**src/rtl/bcd_cnt_pkg.sv**
```systemverilog
// Shared constants and helpers for the multi-digit BCD counter.
// Optional feature macro: BCD_COUNTER_SAT_EN (saturate instead of wrap).
package bcd_cnt_pkg;

    localparam int         DIGIT_W       = 4;
    localparam logic [3:0] BCD_MAX_DIGIT = 4'd9;
    localparam int         MAX_DIGITS    = 8;

    function automatic logic digit_legal(input logic [DIGIT_W-1:0] digit);
        return digit <= BCD_MAX_DIGIT;
    endfunction

endpackage

```
**src/rtl/bcd_digit_step.sv**
```systemverilog
// One BCD digit of the counter datapath: steps the nibble up or down by one
// when carry/borrow comes in, and reports a carry/borrow out.
module bcd_digit_step
    import bcd_cnt_pkg::*;
(
    input  logic [DIGIT_W-1:0] i_digit,
    input  logic               i_cin,
    input  logic               i_up,
    output logic [DIGIT_W-1:0] o_digit,
    output logic               o_cout
);

    always_comb begin
        o_digit = i_digit;
        o_cout  = 1'b0;
        if (i_cin) begin
            if (i_up) begin
                if (i_digit >= BCD_MAX_DIGIT) begin
                    o_digit = '0;
                    o_cout  = 1'b1;
                end else begin
                    o_digit = i_digit + DIGIT_W'(1);
                end
            end else begin
                if (i_digit == '0) begin
                    o_digit = BCD_MAX_DIGIT;
                    o_cout  = 1'b1;
                end else begin
                    o_digit = i_digit - DIGIT_W'(1);
                end
            end
        end
    end

endmodule

```
**src/rtl/bcd_counter_nd.sv**
```systemverilog
// Up/down packed-BCD counter with parallel load, programmable limit MAX,
// terminal-count and sticky illegal-load flags. Macro BCD_COUNTER_SAT_EN selects saturation.
module bcd_counter_nd
    import bcd_cnt_pkg::*;
#(
    parameter  int DIGITS = 4,
    localparam int W      = 4 * DIGITS
) (
    input  logic         CP,
    input  logic         CR,
    input  logic         CE,
    input  logic         UP,
    input  logic         PE,
    input  logic [W-1:0] D,
    input  logic [W-1:0] MAX,
    output logic [W-1:0] Q,
    output logic         TC,
    output logic         ERR
);

    generate
        if (DIGITS < 1 || DIGITS > MAX_DIGITS) begin : g_bad_digits
            $error("bcd_counter_nd: DIGITS must be in 1..8");
        end
    endgenerate

    logic [W-1:0]      r_q;
    logic              r_tc;
    logic              r_err;

    logic [DIGITS:0]   w_carry;
    logic [W-1:0]      w_step;
    logic [DIGITS-1:0] w_nib_ok;
    logic              w_load_ok;
    logic              w_q_zero;
    logic [W-1:0]      w_q_next;
    logic              w_tc_next;
    logic              w_err_next;

    // Ripple chain: a forced carry/borrow into digit 0 gives Q+1 or Q-1 in BCD.
    assign w_carry[0] = 1'b1;

    genvar gi;
    generate
        for (gi = 0; gi < DIGITS; gi++) begin : g_digit
            bcd_digit_step u_step (
                .i_digit (r_q[gi*DIGIT_W +: DIGIT_W]),
                .i_cin   (w_carry[gi]),
                .i_up    (UP),
                .o_digit (w_step[gi*DIGIT_W +: DIGIT_W]),
                .o_cout  (w_carry[gi+1])
            );
            assign w_nib_ok[gi] = digit_legal(D[gi*DIGIT_W +: DIGIT_W]);
        end
    endgenerate

    // A borrow out of the top digit on a down step happens only when every digit is 0.
    assign w_q_zero  = ~UP & w_carry[DIGITS];
    // With valid BCD nibbles a plain unsigned compare is the digit-wise compare.
    assign w_load_ok = (&w_nib_ok) && (D <= MAX);

    always_comb begin
        w_q_next   = r_q;
        w_err_next = r_err;
        if (PE) begin
            if (w_load_ok) begin
                w_q_next = D;
            end else begin
                w_q_next   = '0;
                w_err_next = 1'b1;
            end
        end else if (UP) begin
            if (r_q < MAX) begin
                w_q_next = w_step;
            end else begin
`ifdef BCD_COUNTER_SAT_EN
                w_q_next = MAX;
`else
                w_q_next = '0;
`endif
            end
        end else begin
`ifdef BCD_COUNTER_SAT_EN
            if (r_q > MAX) begin
                w_q_next = MAX;
            end else if (w_q_zero) begin
                w_q_next = '0;
            end else begin
                w_q_next = w_step;
            end
`else
            if (w_q_zero || (r_q > MAX)) begin
                w_q_next = MAX;
            end else begin
                w_q_next = w_step;
            end
`endif
        end
        w_tc_next = UP ? (w_q_next == MAX) : (w_q_next == '0);
    end

    always_ff @(posedge CP or posedge CR) begin
        if (CR) begin
            r_q   <= '0;
            r_tc  <= 1'b0;
            r_err <= 1'b0;
        end else if (CE) begin
            r_q   <= w_q_next;
            r_tc  <= w_tc_next;
            r_err <= w_err_next;
        end
    end

    assign Q   = r_q;
    assign TC  = r_tc;
    assign ERR = r_err;

endmodule

```
**config.mk**
```make
export PLATFORM = sky130hd
export DESIGN_NAME = bcd_counter_nd
export DESIGN_NICKNAME = d
export VERILOG_FILES = /design/src/rtl/bcd_cnt_pkg.sv /design/src/rtl/bcd_digit_step.sv /design/src/rtl/bcd_counter_nd.sv
export SDC_FILE = /design/constraint.sdc
export NUM_CORES = 1
export LEC_CHECK = 0
export ABC_AREA = 1
export CAP_MARGIN = 20
export CORE_MARGIN = 3
export CORE_UTILIZATION = 51
export DETAILED_ROUTE_END_ITERATION = 7
export PLACE_DENSITY = 0.88
export SLEW_MARGIN = 20
export SYNTH_ARGS = -nofsm -noshare
export SYNTH_HDL_FRONTEND = slang
export SYNTH_HIERARCHICAL = 1
export SYNTH_SLANG_ARGS = --single-unit
```
**constraint.sdc**
```tcl
create_clock -name CP -period 3.4 [get_ports CP]
set_clock_uncertainty 0.1 [all_clocks]
set_input_delay 0.68 -clock CP [delete_from_list [all_inputs] [get_ports CP]]
set_output_delay 0.68 -clock CP [all_outputs]
set_load 0.01 [all_outputs]
```
==> results.md <==
* Routed Antenna Nets at 0
* Clock latency on the worst-skew pair at ~0.26 ns
* Row count at 31
* Vias per std cell at 5.49
* Design Power at about 1.6 mW
* Flop pwr share at 18.2%
* Pwr Density at 302 nW/um2
* Vias in the first global route at between 4000 and 5000
* Initial Util at 53.0%
* Top FF cell, synth: dfrtp_1
* Peak supply drop at approximately 200 uV
* Area Growth Syn to Fin at 38.4%
* Synth top area share at just under 20%
* DRT iter0 DRCs at 300
* CTS Buffer Depth at 2
* CP max stage cell: clkdlybuf4s50_1
* Final nets at between 800 and 900
* Post-route core utilization at about 73%
* DP Wirelength at about 10 mm
* Total GRT Usage at just under 30%
* Int Power at just over 800 uW
* Clock sink total at 18
* Gate Count Post-Synth at 663
* Final GP Congestion at ~0.94
* Async set or reset register ratio after synthesis at 100%
* Total clock buffers created by CTS at 3
* Kind of critical path: primary input to register
* Buffer and inverter count on the worst path at 3
* Die height at between 90 and 100 um
* First-pass GRT wire length at approximately 21 mm
* Final hold viol count at 0
* Total gr overflow at 0
* Synthesized area at just under 4000 um2
* Actual slew at the worst max-slew pin at slightly above 0.8 ns
* CP Capture Type: register
* Pre-CTS WS at -0.352 ns
* CTS Root Cell: clkbuf_8
* Max Slew Vio Count at 0
* Fillers at around 620
* Final Setup Violations at 0
* Psw at between 700 and 800 uW
* Max Fclk at roughly 310 MHz
* Drt pass-1 iters at 5
* Crit path required time at around 3.5 ns
* EDFF count, synth at 0
* Synthesis warning total at 6
* Combinational share of power at a little under three quarters
* Fin cells at approximately 900
* Max-cap violations at 0
* Sequential area share after synthesis at approximately an eighth
* Crit path max-delay family: simple AND/OR/NAND/NOR gates
* Post-synth top area cell: nand2_1
* CTS tree: yes
* Placed Instances at between 800 and 900
* Hold crit path type: register to register
* Critical Path Max Stage Delay at a little under 0.5 ns
* Status: complete, no violations
* #FFs+latches synth at 18
* Switching Share at 49.2%
* Largest net degree at the start of global routing at 28
* Synth unique cells at 31
* Clock slew at reported path FFs at 0.08 ns
* Cell breakdown of the critical path: clkdlybuf4s50_1 > inv_1 > ha_1 > nand2_2 > o21ai_0 > a21oi_2 > nand2_2 > buf_6 > a21oi_4 > nand3_2 > nand3_1 > nand2_1 > nor2_1 > nand2_1 > nor2_1 > nand3_1 > a21oi_1
* Die X at 93.0 um
* H-Tree Depth at 1
* Min Tclk post-route at between 3 and 4 ns
* Crit-path max FO at 9
* Top cells by area, synth: nand2_1, ha_1, nand3_1
* Clock Power Share at around 10%
* Leakage at about 2.8 nW
* Die area at approximately 8700 um2
* Core area at 7290 um2
* Register area at about 450 um2
* WP data arrival at 3.30 ns
* Mapped Avg Cell Area at 5.82 um2
* Crit share post-route at between 90% and 100%
* Initial antenna violation count at 0
* Avg WL per Cell at between 10 and 15 um
* Detailed-route via count at between 4000 and 5000
* Post-Route WL at 12.9 mm
* Layout cells sized above 1 at a little under a quarter
* PnR worst setup slack at approximately 0.19 ns
* PortBufs at 54
* Setup crit start kind: primary input
* Post-route DRC violation count at 0
* IO Pins at 55
* Rel. slew slack at between 40% and 50%
* Diodes inserted at 0
* Multi-input gate area at about 3200 um2
==> per-layer routing <==
| metal | share of wire (%) | track usage [%] | vias to the layer above |
|---|---|---|---|
| li1 | - | - | 2443 |
| met1 | 43 | 39.8 | 2196 |
| met2 | 48 | 51.4 | 218 |
| met3 | 7.4 | 3.14 | 20 |
| met4 | 1.4 | 7.33 | 0 |
| met5 | 0 | 0 | - |
==> placed cells by master, fill, tap and decap left out, drive strengths merged <==
| master | instances |
|---|---|
| dlymetal6s2s | 5 |
| dfrtp | 18 |
| nand4 | 16 |
| o21ai | 40 |
| a31o | 1 |
| dlygate4sd2 | 1 |
| a21o | 1 |
| a21oi | 34 |
| conb | 8 |
| clkdlybuf4s50 | 48 |
| o211ai | 8 |
| xor2 | 4 |
| nand2 | 224 |
| o21a | 2 |
| nor2 | 42 |
| inv | 83 |
| clkbuf | 3 |
| ha | 48 |
| nor3 | 4 |
| buf | 81 |
| a31oi | 2 |
| nand3b | 4 |
| nand3 | 112 |
==> Yosys cell counts (3+ instances only) <==
library cell,number
buf_2,6
dfrtp_1,18
nand3_2,14
nand3_1,98
o21ai_0,39
ha_1,48
a21oi_2,5
nor2_1,42
nand3b_1,4
nor3_1,3
clkbuf_1,5
nand2_2,19
a21oi_1,28
xor2_1,4
buf_4,4
o211ai_1,8
nand2_1,203
inv_2,5
inv_1,78
nand4_1,16
==> sequential cells by signal (all words and copies together), names as in the netlist <==
| signal | cells |
|---|---|
| Q | 16 |
| TC | 1 |
| ERR | 1 |
==> timing repair <==
action / CTS / global route
hold buffers: 0 / 0
endpoints found under the hold margin: 0 / 0
buffers inserted: 0 / 3
gates resized for setup: 1 / 58
endpoints found under the setup margin: 1 / 1
pin swaps: 0 / 17
==> layout make-up <==
cell class / count / area share, %
Multi-Input combinational cell: 550 / 60.3
Sequential cell: 18 / 8.45
Inverter: 83 / 5.83
Clock buffer: 3 / 0.772
Tap cell: 99 / 2.32
Timing Repair Buffer: 135 / 22.4
==> worst paths after layout <==
check,startpoint,end,slack (ns),depth (start not counted)
hold / removal,ERR,ERR,0.38,1
setup reg to reg,Q[0],TC,0.24,26
hold reg to reg,ERR,ERR,0.38,1
min in group asynchronous,CR,Q[10],0.79,2
setup / recovery,MAX[14],TC,0.19,17
max in group asynchronous,CR,Q[9],1.85,2
==> power groups by stage <==
stage	clock [mW]	sequential, mW	combinational [mW]
floorplan	0	0.313	0.641
global placement	0	0.286	1.04
detailed placement	0	0.289	1.07
CTS	0.161	0.285	1.08
global route	0.167	0.298	1.29
finish	0.161	0.294	1.16
==> through the flow <==
step | instance area (um2) | TNS (ns) | hold WS, ns
floorplan | 3890 | 0 | 0.412
global placement | 5070 | -0.189 | 0.353
detailed placement | 5070 | -0.352 | 0.366
CTS | 5110 | 0 | 0.383
global route | 5350 | -0.0373 | 0.418
finish | 5350 | 0 | 0.384
==> worst register-to-register path: stages (launching register included) <==
cell	delay (ns)
dfrtp_1	0.39
buf_4	0.16
ha_1	0.19
inv_1	0.06
nand3_2	0.08
a21oi_2	0.18
nor2_2	0.06
nand2_2	0.09
nor2_4	0.05
nand2_2	0.10
nor2_4	0.05
buf_6	0.14
inv_1	0.08
a21oi_2	0.05
o21ai_2	0.06
nand2_1	0.08
a21oi_2	0.15
nand2_1	0.07
o21ai_1	0.18
inv_1	0.08
nand2_2	0.10
nand2_2	0.06
nand2_1	0.07
nand4_1	0.08
nor2_1	0.14
nand3_1	0.09
a21oi_1	0.13
==> cells by family after synthesis <==
logic type      Yosys count  synth area share (%)
other cells               1                0.0971
simple gates            402                  47.8
xor+xnor                  4                 0.907
buf+inv                 102                  10.9
flops                    18                  11.7
compound gates           88                  13.1
fa+ha+maj                48                  15.6
(Power assumes the default switching activity.)
